## src/rtl/dht11_uart_formatter.sv

```systemverilog
// Formats one latched DHT11 reading as "H=hh.d T=tt.d\r\n" and streams it byte-wise to a UART transmitter.
// Optional CHECKSUM_EN: a bad checksum sends "ERR\r\n" instead of the reading.
module dht11_uart_formatter #(
  parameter int REQ_TIMEOUT = 255,
  parameter int TIMEOUT_W   = 8
) (
  input  logic       clk,
  input  logic       rst_n,
  input  logic       sample_valid,
  input  logic [7:0] hum_int,
  input  logic [7:0] hum_dec,
  input  logic [7:0] temp_int,
  input  logic [7:0] temp_dec,
  input  logic [7:0] checksum,
  input  logic       tx_busy,
  output logic       tx_start,
  output logic [7:0] tx_data,
  output logic       busy,
  output logic       frame_done,
  output logic       frame_err
);

  typedef enum logic [2:0] {S_IDLE, S_CONV, S_LOAD, S_REQ, S_WAIT} state_t;

  state_t                 r_state, w_next;
  logic [6:0]             r_h_rem, r_t_rem;
  logic [3:0]             r_h_tens, r_t_tens, r_hd, r_td;
  logic [3:0]             r_idx;
  logic [TIMEOUT_W-1:0]   r_to;
  logic [7:0]             r_tx_data;
  logic                   r_done, r_err, r_cs_bad;
  logic                   w_cs_bad, w_last, w_conv_done, w_to_hit;
  logic [7:0]             w_byte;

  function automatic logic [6:0] clamp_int(input logic [7:0] v);
    clamp_int = (v > 8'd99) ? 7'd99 : v[6:0];
  endfunction

  function automatic logic [3:0] clamp_dec(input logic [7:0] v);
    clamp_dec = (v > 8'd9) ? 4'd9 : v[3:0];
  endfunction

  function automatic logic [7:0] frame_byte(input logic [3:0] idx, input logic err,
                                            input logic [3:0] ht, input logic [3:0] hu,
                                            input logic [3:0] hd, input logic [3:0] tt,
                                            input logic [3:0] tu, input logic [3:0] td);
    frame_byte = 8'h00;
    if (err) begin
      case (idx)
        4'd0:       frame_byte = 8'h45;
        4'd1, 4'd2: frame_byte = 8'h52;
        4'd3:       frame_byte = 8'h0D;
        4'd4:       frame_byte = 8'h0A;
        default:    frame_byte = 8'h00;
      endcase
    end else begin
      case (idx)
        4'd0:    frame_byte = 8'h48;
        4'd1:    frame_byte = 8'h3D;
        4'd2:    frame_byte = {4'h3, ht};
        4'd3:    frame_byte = {4'h3, hu};
        4'd4:    frame_byte = 8'h2E;
        4'd5:    frame_byte = {4'h3, hd};
        4'd6:    frame_byte = 8'h20;
        4'd7:    frame_byte = 8'h54;
        4'd8:    frame_byte = 8'h3D;
        4'd9:    frame_byte = {4'h3, tt};
        4'd10:   frame_byte = {4'h3, tu};
        4'd11:   frame_byte = 8'h2E;
        4'd12:   frame_byte = {4'h3, td};
        4'd13:   frame_byte = 8'h0D;
        4'd14:   frame_byte = 8'h0A;
        default: frame_byte = 8'h00;
      endcase
    end
  endfunction

`ifdef CHECKSUM_EN
  logic [7:0] w_sum;
  assign w_sum    = hum_int + hum_dec + temp_int + temp_dec;
  assign w_cs_bad = (w_sum != checksum);
`else
  logic w_unused_cs;
  assign w_unused_cs = ^checksum;
  assign w_cs_bad    = 1'b0;
`endif

  // After CONV the remainders hold the units digits.
  assign w_byte      = frame_byte(r_idx, r_cs_bad, r_h_tens, r_h_rem[3:0], r_hd,
                                  r_t_tens, r_t_rem[3:0], r_td);
  assign w_last      = r_cs_bad ? (r_idx == 4'd4) : (r_idx == 4'd14);
  assign w_conv_done = (r_h_rem < 7'd10) && (r_t_rem < 7'd10);
  assign w_to_hit    = (r_to == TIMEOUT_W'(REQ_TIMEOUT - 1));

  always_ff @(posedge clk or negedge rst_n) begin
    if (!rst_n) r_state <= S_IDLE;
    else        r_state <= w_next;
  end

  always_comb begin
    w_next = r_state;
    case (r_state)
      S_IDLE: if (sample_valid) w_next = S_CONV;
      S_CONV: if (w_conv_done) w_next = S_LOAD;
      S_LOAD: w_next = S_REQ;
      S_REQ: begin
        if (tx_busy)       w_next = S_WAIT;
        else if (w_to_hit) w_next = S_IDLE;
      end
      S_WAIT: if (!tx_busy) w_next = w_last ? S_IDLE : S_LOAD;
      default: w_next = S_IDLE;
    endcase
  end

  always_ff @(posedge clk or negedge rst_n) begin
    if (!rst_n) begin
      r_h_rem   <= '0;
      r_t_rem   <= '0;
      r_h_tens  <= '0;
      r_t_tens  <= '0;
      r_hd      <= '0;
      r_td      <= '0;
      r_idx     <= '0;
      r_to      <= '0;
      r_tx_data <= '0;
      r_done    <= 1'b0;
      r_err     <= 1'b0;
      r_cs_bad  <= 1'b0;
    end else begin
      r_done <= 1'b0;
      r_err  <= 1'b0;
      case (r_state)
        S_IDLE: if (sample_valid) begin
          r_h_rem  <= clamp_int(hum_int);
          r_t_rem  <= clamp_int(temp_int);
          r_hd     <= clamp_dec(hum_dec);
          r_td     <= clamp_dec(temp_dec);
          r_h_tens <= '0;
          r_t_tens <= '0;
          r_idx    <= '0;
          r_cs_bad <= w_cs_bad;
        end
        S_CONV: begin
          if (r_h_rem >= 7'd10) begin
            r_h_rem  <= r_h_rem - 7'd10;
            r_h_tens <= r_h_tens + 4'd1;
          end
          if (r_t_rem >= 7'd10) begin
            r_t_rem  <= r_t_rem - 7'd10;
            r_t_tens <= r_t_tens + 4'd1;
          end
        end
        S_LOAD: begin
          r_tx_data <= w_byte;
          r_to      <= '0;
        end
        S_REQ: if (!tx_busy) begin
          r_to <= r_to + TIMEOUT_W'(1);
          if (w_to_hit) r_err <= 1'b1;
        end
        S_WAIT: if (!tx_busy) begin
          if (w_last) r_done <= 1'b1;
          else        r_idx  <= r_idx + 4'd1;
        end
        default: ;
      endcase
    end
  end

  assign tx_start   = (r_state == S_REQ);
  assign busy       = (r_state != S_IDLE);
  assign tx_data    = r_tx_data;
  assign frame_done = r_done;
  assign frame_err  = r_err;

endmodule

```

## config.mk

```make
export PLATFORM = sky130hd
export DESIGN_NAME = dht11_uart_formatter
export DESIGN_NICKNAME = d
export VERILOG_FILES = /design/src/rtl/dht11_uart_formatter.sv
export SDC_FILE = /design/constraint.sdc
export NUM_CORES = 1
export LEC_CHECK = 0
export CORE_MARGIN = 5
export CORE_UTILIZATION = 25
export CTS_CLUSTER_DIAMETER = 50
export DETAILED_ROUTE_END_ITERATION = 10
export PLACE_DENSITY_LB_ADDON = 0.1
export SLEW_MARGIN = 20
export SYNTH_ARGS = -nofsm -noshare
export SYNTH_HDL_FRONTEND = slang
export SYNTH_SLANG_ARGS = --single-unit
```

## constraint.sdc

```tcl
create_clock -name clk -period 5.28 [get_ports clk]
set_input_delay 1.32 -clock clk [delete_from_list [all_inputs] [get_ports clk]]
set_output_delay 1.32 -clock clk [all_outputs]
set_load 0.01 [all_outputs]
```

==> impl_metrics.tcl, run 1 <==
set metrics [dict create \
    drcViolationCount 0 \
    clk_pin_slew_worst_paths_ns 0.07 \
    cts_made_buffers 5 \
    dr.pass1.iters 4 \
    grt-ovfl-total 0 \
    powerDensity_nw_per_um2 469 \
    hp-class "flip-flop to flip-flop" \
    wl_per_cell_um 15.0 \
    cp_data_arrival_time_ns 1.88 \
    first_iter_violations 128 \
    synth_flop_cell "dfrtp_1" \
    yosysTopAreaCell "dfrtp_1" \
    hpwl_um 6040 \
    synth.distinct_cells 57 \
    placed_cell_area_um2 3750 \
    clock-sinks 54 \
    reg2regPathDepth 5 \
    cts_setup_buffers 0 \
    coreArea_um2 12500 \
    muxShareOfSynthArea 0.0198 \
    cts-htree-levels 2 \
    vias_per_cell 4.75 \
    grt_antenna_before_repair 0 \
    relSlewSlack 0.377 \
    vias 2668 \
    die_area_um2 15000 \
    synth_common_cells "dfrtp_1 (54), nor2_1 (42), a21oi_1 (27)" \
    hold_viol_final 0 \
    total_power_uw 1840 \
    outcome "finished, final reports clean" \
    synthAdderAreaFrac 0.0396 \
    finalMaxSlewViolations 0 \
    maxCapViolCount 0 \
    insertion_delay_ns 0.30 \
    fp.dieH_um 122 \
    cp-end-kind "output pin" \
    ys_top_cells_by_area "dfrtp_1 (43%), nor2_1 (5.0%), a21oi_1 (4.3%)" \
    synth_edf_count 0 \
    min_period_ns 3.20 \
    fin_crit_sh 0.606 \
    grt_setup_unrepaired "false" \
    ys_warn_count 0 \
    fmax_mhz 313 \
    r2r-end "r_t_tens[3]$_DFFE_PN0P_" \
    synth_xor_area_frac 0.0222 \
    nets 443 \
    syn_inst 355 \
    antenna-diode-count 0 \
    cp-endpoint "tx_start" \
    final_util 0.313 \
    tns_ns 0 \
    startpoint "r_state[0]$_DFFE_PN0P_" \
    yosys.area_share.simple 0.207 \
    setup_viol 0 \
    io_buffers 46 \
    skew_ns 0.00715 \
    synth.most_common_cell "dfrtp_1" \
    syn_nets 409 \
    ys_ff_latch 54 \
    grt_pass1_wl_um 14100 \
    yosysSeqAreaShare 0.428 \
    post-place-ws_ns 2.04 \
    cts-hold-fix-buffers 0 \
    row_count 41 \
    syn_to_final_growth_pct 23.9 \
    drive_gt1_frac 0.0513 \
    cts_tree "done" \
    drtAntennaViolNets 0 \
    rrSetupSlack_ns 2.59 \
    required_ns 3.96 \
    worst_pin_slew_ns 0.930 \
    die_x_um 122 \
    postSynthAreaPerCell_um2 8.90 \
    wirelength_um 8420 \
    worstSetupStartpointType "flip-flop" \
    yosysTopAreaCellShare 0.428 \
    grt_pass1_vias 2765 \
    gp_congestion 0.725 \
    setup_ws_ns 2.08 \
    fin_area_um2 3920 \
    cp_max_fo 20 \
    cts_resized 0 \
    num_io_pins 56 \
    track_usage 0.119 \
    worst_ir_drop_vdd_v 0.000184 \
    synth_compound_area_frac 0.232 \
    power_leakage_uw 0.00160 \
    clock-root-buffer "clkbuf_16" \
    synthesis.area_um2 3160 \
    r2r-start "r_state[0]$_DFFE_PN0P_" \
    async_reset_ff_frac 1.00 \
    synth_top_family_by_area "compound AO/OA/AOI/OAI gates" \
    grt_max_degree 55 \
    clockBufferDepth 2 \
    start_util 0.252 \
    critical_path_class "flip-flop to output pin" \
]
==> routing by layer <==
layer	routed length (um)	global-route usage	vias up
met5	0	0	-
met4	116	0.0315	0
met3	219	0.0244	8
met2	3890	0.196	37
met1	4190	0.158	1267
li1	-	-	1356
==> critical path, cell delays in order, from the launching register on <==
cell,delay [ns]
dfrtp_1,0.75
nand3b_1,0.21
inv_1,0.09
clkdlybuf4s50_1,0.53
==> worst min-delay path by stage <==
stage	startpoint	to	slack (ns)	cells past startpoint
3_3_place_gp	tx_data[6]$_DFFE_PN0P_	tx_data[6]$_DFFE_PN0P_	0.47	2
6_report	tx_data[6]$_DFFE_PN0P_	tx_data[6]$_DFFE_PN0P_	0.48	2
5_1_grt	tx_data[4]$_DFFE_PN0P_	tx_data[4]$_DFFE_PN0P_	0.53	2
2_1_floorplan	r_to[0]$_DFFE_PN0P_	r_to[0]$_DFFE_PN0P_	0.47	1
3_5_place_dp	tx_data[6]$_DFFE_PN0P_	tx_data[6]$_DFFE_PN0P_	0.48	2
4_1_cts	tx_data[6]$_DFFE_PN0P_	tx_data[6]$_DFFE_PN0P_	0.49	2
==> area by class of cell <==
cell class / count / area, um2
Inverter: 17 / 63.8
Tap cell: 172 / 215
Clock buffer: 8 / 166
Fill cell: 1342 / 8600
Sequential cell: 54 / 1350
Multi-Input combinational cell: 263 / 1650
Timing Repair Buffer: 48 / 470
==> report_power, final <==
group	internal, uW	switching, uW
Clock	215	151
Combinational	350	422
Sequential	551	149
Total	1120	722
==> layout by cell type, fill, tap and decap left out, drive strengths merged, types with 10 or more instances in the layout <==
cell type / n
dfrtp: 54
clkdlybuf4s50: 45
nor2: 42
a21oi: 27
nand2: 25
o21ai: 25
inv: 17
nor3: 12
nand3: 11
ha: 10
==> sequential cells by signal, indices dropped and copies added, names as in the netlist <==
signal and flops:
r_hd 4, r_t_tens 4, r_h_tens 4, r_to 8, r_h_rem 7, frame_done 1, frame_err 1, tx_data 7
r_idx 4, r_td 4, r_t_rem 7, r_state 3
==> per-stage QoR <==
step	std cells	hold WS, ns
6_report	562	0.479
5_1_grt	562	0.526
4_1_cts	562	0.493
3_5_place_dp	554	0.478
3_3_place_gp	554	0.473
2_1_floorplan	355	0.467
==> cell families (layout without fill, tap and decap cells) <==
kind of cell               after synthesis  after routing
other                                    1              1
buffers and inverters                   38             73
xor gates and xnor gates                 8              8
AOI/OAI and AO/OA                      110            110
and+or+nand+nor                        128            128
DFF                                     54             54
adders and majority gates               10             10
muxes                                    6              6
Note: power is estimated with default switching activity, not from simulation.
==> run 2: changes to the inputs <==
==> constraint.sdc (replaced) <==
create_clock -name clk -period 2.72 [get_ports clk]
set_input_delay 0.68 -clock clk [delete_from_list [all_inputs] [get_ports clk]]
set_output_delay 0.68 -clock clk [all_outputs]
set_load 0.01 [all_outputs]
==> impl_metrics.tcl, run 2 (synthesis results as in run 1) <==
set metrics [dict create \
    outcome "finished, final reports clean" \
    worst_ir_drop_vdd_v 0.000282 \
    fmax_mhz 405 \
    whs_ns 0.280 \
    cts_made_buffers 5 \
    cp_max_fo 14 \
    placed_cell_area_um2 3860 \
    setup_ws_ns 0.251 \
    io_buffers 46 \
    drive_gt1_frac 0.0794 \
    first_iter_violations 131 \
    startpoint "r_state[1]$_DFFE_PN0P_" \
    reg2regPathDepth 6 \
    num_io_pins 56 \
    hp-class "input port to asynchronous set/reset pin" \
    grt_pass1_wl_um 14400 \
    gp_congestion 0.759 \
    r2r-end "tx_data[3]$_DFFE_PN0P_" \
    cts-htree-levels 2 \
    cts_tree "done" \
    power_leakage_uw 0.00166 \
    fillers 1366 \
    cp-end-kind "output pin" \
    worstSetupStartpointType "flip-flop" \
    clockBufferDepth 2 \
    maxCapViolCount 0 \
    post-place-ws_ns 0.266 \
    vias_per_cell 4.80 \
    layout_commonest_cell "dfrtp_1" \
    drtAntennaViolNets 0 \
    fp.dieH_um 122 \
    clk_pin_slew_worst_paths_ns 0.07 \
    die_area_um2 15000 \
    cp-endpoint "tx_start" \
    min_period_ns 2.47 \
    top_register "r_to" \
    largest_reg_flops 8 \
    nets 456 \
    wirelength_um 8520 \
    cts_setup_buffers 0 \
    syn_to_final_growth_pct 26.8 \
    cp_data_arrival_time_ns 1.79 \
    r2r-start "r_idx[0]$_DFFE_PN0P_" \
    row_count 41 \
    critical_path_class "flip-flop to output pin" \
    relSlewSlack 0.583 \
    vias 2760 \
    setup_viol 0 \
    hold_viol_final 0 \
    hpwl_um 6330 \
    skew_ns 0.00668 \
    cts_resized 0 \
    grt_antenna_before_repair 0 \
    cts-hold-fix-buffers 0 \
    grt_pass1_vias 2756 \
    insertion_delay_ns 0.29 \
    dr.pass1.iters 5 \
    grt-ovfl-total 0 \
    finalMaxSlewViolations 0 \
    track_usage 0.121 \
    grt_max_degree 29 \
    final_cell_mix "dfrtp_1 (54), clkdlybuf4s50_1 (45), nor2_1 (42)" \
    grt_setup_unrepaired "false" \
    fin_crit_sh 0.908 \
    required_ns 2.04 \
    worst_pin_slew_ns 0.609 \
    clock-root-buffer "clkbuf_16" \
    coreArea_um2 12500 \
    antenna-diode-count 0 \
    powerDensity_nw_per_um2 899 \
    rrSetupSlack_ns 0.63 \
    die_x_um 122 \
    wl_per_cell_um 14.8 \
    tns_ns 0 \
    fin_area_um2 4010 \
    drcViolationCount 0 \
    clock-sinks 54 \
    start_util 0.252 \
]
==> run 2: worst min-delay path by stage <==
stage / cells after the start / from / to
2_1_floorplan: 0 / rst_n / frame_done$_DFF_PN0_
3_3_place_gp: 2 / tx_data[0]$_DFFE_PN0P_ / tx_data[0]$_DFFE_PN0P_
3_5_place_dp: 2 / tx_data[4]$_DFFE_PN0P_ / tx_data[4]$_DFFE_PN0P_
4_1_cts: 1 / rst_n / frame_err$_DFF_PN0_
5_1_grt: 1 / rst_n / frame_err$_DFF_PN0_
6_report: 1 / rst_n / frame_err$_DFF_PN0_
==> run 2: per-layer routing <==
metal	part of all wire	GRT usage
met5	0	0
met3	0.043	0.0244
met1	0.47	0.163
met2	0.48	0.199
met4	0.010	0.0315
==> run 2: worst max-delay path: stages (launching register included) <==
cell	delay [ns]
dfrtp_1	0.67
nand3b_1	0.21
inv_1	0.08
clkdlybuf4s50_1	0.53
==> run 2: power breakdown <==
part	leakage [uW]	switching (uW)	total [uW]	internal, uW
Clock	0.0000739	295	661	366
Sequential	0.000672	268	1340	1070
Combinational	0.000914	852	1600	753
==> run 2: layout make-up <==
cell class | count | area, um2 | share of cell area
Multi-Input combinational cell | 263 | 1650 | 0.411
Timing Repair Buffer | 61 | 581 | 0.145
Clock buffer | 7 | 143 | 0.0356
Inverter | 17 | 63.8 | 0.0159
Tap cell | 172 | 215 | 0.0537
Clock inverter | 1 | 5.00 | 0.00125
Sequential cell | 54 | 1350 | 0.337
==> run 2: metrics by stage <==
stage	util	cells	total power, uW
after floorplan	-	355	2410
after global placement	0.308	567	2970
after detailed placement	0.308	567	2980
after CTS	0.320	575	3660
after global routing	0.320	575	3920
final	0.320	575	3600
==> run 3: changes to the inputs <==
--- a/config.mk
+++ b/config.mk
@@ -9,7 +9,7 @@
 export CORE_UTILIZATION = 25
 export CTS_CLUSTER_DIAMETER = 50
 export DETAILED_ROUTE_END_ITERATION = 10
-export PLACE_DENSITY_LB_ADDON = 0.1
+export PLACE_DENSITY = 0.57
 export SLEW_MARGIN = 20
 export SYNTH_ARGS = -nofsm -noshare
 export SYNTH_HDL_FRONTEND = slang
==> impl_metrics.tcl, run 3 (synthesis results as in run 1) <==
set metrics [dict create \
    grt_setup_unrepaired "false" \
    dr.pass1.iters 4 \
    row_count 41 \
    pwr-share-clk 0.221 \
    crit_buf_inv 2 \
    grt_max_degree 55 \
    tns_ns 0 \
    grt-ovfl-total 0 \
    intPower_uw 2330 \
    cpPeakStageDelay_ns 0.65 \
    antenna-diode-count 0 \
    min_period_ns 2.47 \
    cts_made_buffers 5 \
    gp_congestion 0.815 \
    critical_path_class "flip-flop to output pin" \
    crit_slowest_cell "dfrtp_1" \
    outcome "finished, final reports clean" \
    grt_pass1_vias 2775 \
    clockBufferDepth 2 \
    fin_crit_sh 0.909 \
    start_util 0.252 \
    final_cell_mix "dfrtp_1 (54), clkdlybuf4s50_1 (45), nor2_1 (42)" \
    hold_viol_final 0 \
    cts_tree "done" \
    switchingPower_uw 1410 \
    drive_gt1_frac 0.0727 \
    worst_pin_slew_ns 0.758 \
    relSlewSlack 0.495 \
    fmax_mhz 404 \
    powerDensity_nw_per_um2 931 \
    setup_viol 0 \
    num_io_pins 56 \
    power_leakage_uw 0.00166 \
    grt_pass1_wl_um 13400 \
    cts_resized 0 \
    cts-htree-levels 2 \
    finalMaxSlewViolations 0 \
    register_area_um2 1350 \
    whs_ns 0.374 \
    layout_commonest_cell "dfrtp_1" \
    pwr-share-seq 0.357 \
    fin_area_um2 4020 \
    die_x_um 122 \
    cts-hold-fix-buffers 0 \
    switching_share 0.377 \
    insertion_delay_ns 0.29 \
    vias_per_cell 4.84 \
    crit_chain "nand3b_1 > inv_1 > clkdlybuf4s50_1" \
    clock-root-buffer "clkbuf_16" \
    multi_input_area_um2 1650 \
    wirelength_um 7980 \
    grt_antenna_before_repair 0 \
    io_buffers 46 \
    required_ns 2.04 \
    maxCapViolCount 0 \
    worstSetupStartpointType "flip-flop" \
    fp.dieH_um 122 \
    fillers 1355 \
    vias 2762 \
    nets 452 \
    hpwl_um 5790 \
    placed_cell_area_um2 3830 \
    cts_setup_buffers 0 \
    worst_ir_drop_vdd_v 0.000414 \
    syn_to_final_growth_pct 27.3 \
    skew_ns 0.00569 \
    cp_max_fo 14 \
    clk_pin_slew_worst_paths_ns 0.07 \
    hp-class "input port to asynchronous set/reset pin" \
    wl_per_cell_um 14.0 \
    first_iter_violations 104 \
    die_area_um2 15000 \
    cp_data_arrival_time_ns 1.79 \
    drtAntennaViolNets 0 \
    largest_reg_flops 8 \
    top_register "r_to" \
    track_usage 0.109 \
    cp_top_family "flip-flops" \
    drcViolationCount 0 \
    coreArea_um2 12500 \
    combPwrFrac 0.421 \
    cp-end-kind "output pin" \
    clock-sinks 54 \
]
[run 3: cell count changes in the layout (fill, tap and decap cells not counted), sizes merged]
cell / previous run / this run
clkbuf: 7 / 5
bufinv: 0 / 2
buf: 16 / 12
[run 3: worst reg2reg max path, cell delays in order (launching register included)]
cell     delay [ns]
dfrtp_1        0.42
inv_1          0.14
ha_1           0.21
nor2b_1        0.07
nor3_1         0.43
a31o_1         0.45
o21ai_0        0.16
a21oi_1        0.14
[run 3: per-layer routing]
layer	vias up	wire (um)	GRT usage
met1	1321	3820	0.145
met2	51	3750	0.181
met5	-	0	0
li1	1379	-	-
met3	11	274	0.0180
met4	0	131	0.0315
[run 3: worst paths after layout]
kind,from,to,slack (ns),depth (start not counted)
worst min-delay path,rst_n,r_h_rem[6]$_DFFE_PN0P_,0.37,2
worst max register to register,r_t_rem[1]$_DFFE_PN0P_,r_t_tens[3]$_DFFE_PN0P_,0.64,7
max in group asynchronous,rst_n,r_to[2]$_DFFE_PN0P_,2.09,2
worst min register to register,tx_data[5]$_DFFE_PN0P_,tx_data[5]$_DFFE_PN0P_,0.49,2
worst max-delay path,r_state[1]$_DFFE_PN0P_,tx_start,0.25,3
min in group clk,tx_data[5]$_DFFE_PN0P_,tx_data[5]$_DFFE_PN0P_,0.49,2
[run 3: per-stage QoR]
step / instances / power, uW / utilization / setup WS, ns
after floorplan: 355 / 2410 / - / 0.856
after global placement: 563 / 2890 / 0.306 / 0.319
after detailed placement: 563 / 2940 / 0.306 / 0.310
after CTS: 571 / 3780 / 0.321 / 0.239
after global routing: 571 / 4040 / 0.321 / 0.164
final: 571 / 3750 / 0.321 / 0.247
[run 3: area by class of cell]
cell class                      count  area share
Tap cell                          172      0.0535
Inverter                           17      0.0159
Timing Repair Buffer               57       0.137
Sequential cell                    54       0.336
Clock buffer                        5      0.0311
Multi-Input combinational cell    263       0.410
Clock inverter                      3      0.0171
[run 3: power groups by stage]
stage | logic [uW] | clock network (uW) | registers [uW]
finish | 1580 | 829 | 1340
global route | 1780 | 881 | 1370
global placement | 1550 | 0 | 1340
floorplan | 1130 | 0 | 1270
detailed placement | 1590 | 0 | 1350
CTS | 1590 | 852 | 1340
==> RTL edit 1: new RTL, config.mk and constraints of run 2 <==
Change the parameter `TIMEOUT_W` from 8 to 9.
--- a/src/rtl/dht11_uart_formatter.sv
+++ b/src/rtl/dht11_uart_formatter.sv
@@ -2,7 +2,7 @@
 // Optional CHECKSUM_EN: a bad checksum sends "ERR\r\n" instead of the reading.
 module dht11_uart_formatter #(
   parameter int REQ_TIMEOUT = 255,
-  parameter int TIMEOUT_W   = 8
+  parameter int TIMEOUT_W   = 9
 ) (
   input  logic       clk,
   input  logic       rst_n,
Function: no difference found for any inputs over 10 cycles, from zero or initial values and one cycle with rst_n low; that may be too few to reach the edited logic, so the function may still have changed.
==> RTL edit 1 against run 2 <==
Sequential cell count rose by 1; setup slack better by 0.042 ns; routed wire length rose by 1.6%; largest power group unchanged; via count fell by 1.9%; cell area is 1.2% higher; count of clock-buffer cells in the layout shrank 1; total power rose by 4.8%; highest routed layer unchanged; synthesized area up 2.7%.
==> RTL edit 1: results (changes against run 2) <==
[run_status]
outcome = finished clean

[critical_path]
timing.critical_path.slowest_stage_cell = clkdlybuf4s50_1
worstPathMaxFanout = 10  ; -4
cp_data_arrival_time_ns = 1.75  ; -0.04 ns
top_delay_family_on_crit_path = buffers and inverters
cp_slowest_stage_delay_ns = 0.53  ; -0.14 ns

[logic_synthesis]
synth_fp_nets = 410  ; +0.24%
post_synth_mux_area_share_pct = 1.27  ; -0.71 points
syn-mean-instance-area_um2 = 9.11  ; +2.4%
synthAdderAreaFrac_pct = 3.86  ; -0.10 points
synth_cell_count_leaders = dfrtp_1, nand2_1, nor2_1
ys_top_cells_by_area = dfrtp_1, nand2_1, ha_1, a21oi_1, o21ai_0
synthXorXnorAreaFrac_pct = 2.43  ; +0.21 points
ys_seq_area_share_pct = 42.4  ; -0.33 points
post_synth_num_cell_types = 72  ; +26%

[detailed_routing]
met1_length_um = 4240  ; +6.8%
wl_um = 8660  ; +1.6%
met3RoutedLength_um = 307  ; -17%
vias_per_cell = 4.76  ; -0.85%
route.met2.wl_um = 4070  ; -0.68%
drt_iter0_markers = 137  ; +4.6%
vias = 2708  ; -1.9%

[placement]
dp.cells = 561  ; -1.1%
place_congestion = 0.762  ; +0.41%
dp_hpwl_um = 6560  ; +3.6%

[power]
vdd_drop_max_mv = 0.314  ; +11%
power_leakage_uw = 0.00165  ; -0.75%

[final_layout]
layout-drive-gt1-share_pct = 9.07  ; +1.1 points
finalNetCount = 450  ; -1.3%
max_ffs_per_register = 9  ; +1
antenna_cells_inserted = 0  ; unchanged

[global_routing]
use_met1_pct = 16.7  ; +0.40 points
met2_usage_pct = 19.1  ; -0.83 points
overall_routing_resource_usage_pct = 11.9  ; -0.23 points
grt_first_pass_wirelength_um = 14400  ; +0.19%

[sta]
worst_slew_pin_slew_ns = 0.848  ; +0.239 ns
clock_skew_ns = 0.00827  ; +0.00159 ns

-- RTL edit 1: cell type report --
class	count	area, um^2
tap	172	215
sequential	55	1380
clock inverter	2	35.0
timing repair buffer	55	523
multi-input combinational	263	1700
fill	1371	8620
clock buffer	6	139
inverter	16	60.1
-- RTL edit 1: path summary, 6_finish.rpt --
path	slack [ns]	from	end	cells past startpoint
min in group clk	0.48	tx_data[6]	tx_data[6]	2
setup reg to reg	0.73	r_state[0]	r_t_rem[4]	7
hold reg to reg	0.48	tx_data[6]	tx_data[6]	2
setup / recovery	0.29	r_state[2]	tx_start	3
hold / removal	0.35	rst_n	r_to[2]	1
max in group asynchronous	1.68	rst_n	r_t_rem[0]	2
-- RTL edit 1: stage by stage --
step / power, uW / cell area (um^2) / setup slack, ns
floorplan: 2520 / 3240 / 0.899
global placement: 3040 / 3880 / 0.292
detailed placement: 3050 / 3880 / 0.306
CTS: 3840 / 4050 / 0.246
global route: 4110 / 4050 / 0.147
finish: 3780 / 4050 / 0.293
==> RTL edit 2: new RTL, settings of run 2 <==
Made on the original files. Register the inputs `sample_valid` and `tx_busy` before use, with the module's reset. The logic sees them one clock later. The other inputs are not delayed to match.
--- a/src/rtl/dht11_uart_formatter.sv
+++ b/src/rtl/dht11_uart_formatter.sv
@@ -21,6 +21,19 @@
 );
 
   typedef enum logic [2:0] {S_IDLE, S_CONV, S_LOAD, S_REQ, S_WAIT} state_t;
+
+  logic sample_valid_q;
+  logic tx_busy_q;
+
+  always_ff @(posedge clk or negedge rst_n) begin
+    if (!rst_n) begin
+      sample_valid_q <= '0;
+      tx_busy_q      <= '0;
+    end else begin
+      sample_valid_q <= sample_valid;
+      tx_busy_q      <= tx_busy;
+    end
+  end
 
   state_t                 r_state, w_next;
   logic [6:0]             r_h_rem, r_t_rem;
@@ -100,14 +113,14 @@
   always_comb begin
     w_next = r_state;
     case (r_state)
-      S_IDLE: if (sample_valid) w_next = S_CONV;
+      S_IDLE: if (sample_valid_q) w_next = S_CONV;
       S_CONV: if (w_conv_done) w_next = S_LOAD;
       S_LOAD: w_next = S_REQ;
       S_REQ: begin
-        if (tx_busy)       w_next = S_WAIT;
+        if (tx_busy_q)       w_next = S_WAIT;
         else if (w_to_hit) w_next = S_IDLE;
       end
-      S_WAIT: if (!tx_busy) w_next = w_last ? S_IDLE : S_LOAD;
+      S_WAIT: if (!tx_busy_q) w_next = w_last ? S_IDLE : S_LOAD;
       default: w_next = S_IDLE;
     endcase
   end
@@ -130,7 +143,7 @@
       r_done <= 1'b0;
       r_err  <= 1'b0;
       case (r_state)
-        S_IDLE: if (sample_valid) begin
+        S_IDLE: if (sample_valid_q) begin
           r_h_rem  <= clamp_int(hum_int);
           r_t_rem  <= clamp_int(temp_int);
           r_hd     <= clamp_dec(hum_dec);
@@ -154,11 +167,11 @@
           r_tx_data <= w_byte;
           r_to      <= '0;
         end
-        S_REQ: if (!tx_busy) begin
+        S_REQ: if (!tx_busy_q) begin
           r_to <= r_to + TIMEOUT_W'(1);
           if (w_to_hit) r_err <= 1'b1;
         end
-        S_WAIT: if (!tx_busy) begin
+        S_WAIT: if (!tx_busy_q) begin
           if (w_last) r_done <= 1'b1;
           else        r_idx  <= r_idx + 4'd1;
         end
Function: changed (Yosys sat finds a counterexample within 4 cycles, from zero or initial values and one cycle with rst_n low).
==> RTL edit 2 against run 2 <==
Synthesized area rose by 2.8%; setup slack got worse by 0.074 ns; total power rose by 4.0%; routed wire length rose by 2.5%; maximum frequency fell by 2.9%; die area rose by 2.5%; sequential share of layout area rose by 0.68 points; sequential cell count rose by 2; cell area rose by 1.7%; critical path type unchanged; critical endpoint unchanged.
==> RTL edit 2: results (changes against run 2) <==
[run_status]
outcome = finished clean

[critical_path]
worst_r2r_endpoint = r_idx[2]
worst_setup_path_startpoint = r_state[0]
cp_slowest_stage_delay_ns = 0.59  ; -0.08 ns
cp_data_arrival_time_ns = 1.86  ; +0.07 ns
worst_r2r_startpoint = r_idx[0]
top_delay_family_on_crit_path = buffers and inverters
worstPathMaxFanout = 11  ; -3
timing.critical_path.slowest_stage_cell = dfrtp_1
worst-r2r-setup-slack_ns = 0.58  ; -0.05 ns

[placement]
detailed_place.area_mm2 = 0.00391  ; +1.2%
dp_hpwl_um = 6420  ; +1.4%
dp_slack_ns = 0.440  ; +0.174 ns
dp.cells = 560  ; -1.2%
place_congestion = 0.762  ; +0.43%

[final_layout]
fillCellCount = 1357  ; -0.66%
antenna_cells_inserted = 0  ; unchanged
signal_buffer_area_fraction_pct = 13.1  ; -1.3 points
fin_cells = 568  ; -1.2%
nonClockBufferCount = 55  ; -9.8%
inverters_excl_clock = 19  ; +2
clockNetworkAreaShare_pct = 4.12  ; +0.43 points
layout-drive-gt1-share_pct = 7.32  ; -0.62 points
num-multi-input-gates = 258  ; -1.9%
clk_buf = 5  ; -2
finalNetCount = 449  ; -1.5%
share_of_the_final_layout_cell_area_in_multi_input_gates_pct = 41.3  ; +0.16 points
ff_latch_area_mm2 = 0.00140  ; +3.7%

[logic_synthesis]
post_synth_num_cell_types = 59  ; +3.5%
synth_top_flop_cell = dfrtp_1
yosys_warnings = 0  ; unchanged
synthesis.area_mm2 = 0.00325  ; +2.8%
syn-mean-instance-area_um2 = 9.15  ; +2.8%
ys_top_cells_by_area = dfrtp_1, nand2_1, ha_1, o21ai_0, a21oi_1
asyncSetResetFlopFracSynth_pct = 100  ; unchanged
ys_seq_area_share_pct = 43.1  ; +0.39 points
synth_cell_count_leaders = dfrtp_1, nand2_1, nor2_1

[global_routing]
grt_max_degree = 33  ; +14%
grt_first_pass_wirelength_um = 14400  ; +0.24%
grt_pass1_vias = 2799  ; +1.6%
overall_routing_resource_usage_pct = 11.9  ; -0.25 points

[power]
power_leakage_uw = 0.00168  ; +1.4%
power.density_cell_area_mw_per_mm2 = 920  ; +2.3%
vdd_drop_max_mv = 0.371  ; +32%

[detailed_routing]
drt_iter0_markers = 140  ; +6.9%
vias_per_cell = 4.86  ; +1.3%
route.detailed.wl_per_inst_um = 15.4  ; +3.8%
detailedRoute.firstPassIterationCount = 4  ; -1

[cts]
clock_latency_ns = 0.30
tritoncts_num_sinks = 56  ; +3.7%
cts_buffer_depth = 2  ; unchanged
cts_max_level = 2  ; unchanged

[sta]
hold_ws_ns = 0.392  ; +0.111 ns
achievable-frequency_ghz = 0.393  ; -2.9%
clock_skew_ns = 0.00854  ; +0.00186 ns
worst_slew_pin_slew_ns = 0.727  ; +0.118 ns

[RTL edit 2: power breakdown]
group          internal, uW  total, uW  switching (uW)  leakage, uW
Combinational           732       1640             909     0.000902
Sequential             1080       1350             268     0.000700
Clock                   434        761             327    0.0000798
Total                  2240       3750            1500      0.00168
[RTL edit 2: kinds of logic (layout without fill, tap and decap cells)]
group | Yosys count | in the layout | synth area share (%)
flops | 56 | 56 | 43.1
xor+xnor | 3 | 3 | 0.809
mux | 12 | 12 | 4.20
compound gates | 103 | 103 | 21.6
fa+ha+maj | 10 | 10 | 3.85
simple gates | 129 | 129 | 21.1
other cells | 1 | 1 | 0.115
buf+inv | 41 | 82 | 5.08
[RTL edit 2: layer usage]
| layer | vias up | wire length (um) | track usage [%] |
|---|---|---|---|
| met5 | - | 0 | 0 |
| met4 | 0 | 87 | 2.94 |
| met3 | 9 | 315 | 2.32 |
| met2 | 48 | 3810 | 18.1 |
| met1 | 1307 | 4530 | 17.3 |
| li1 | 1398 | - | - |
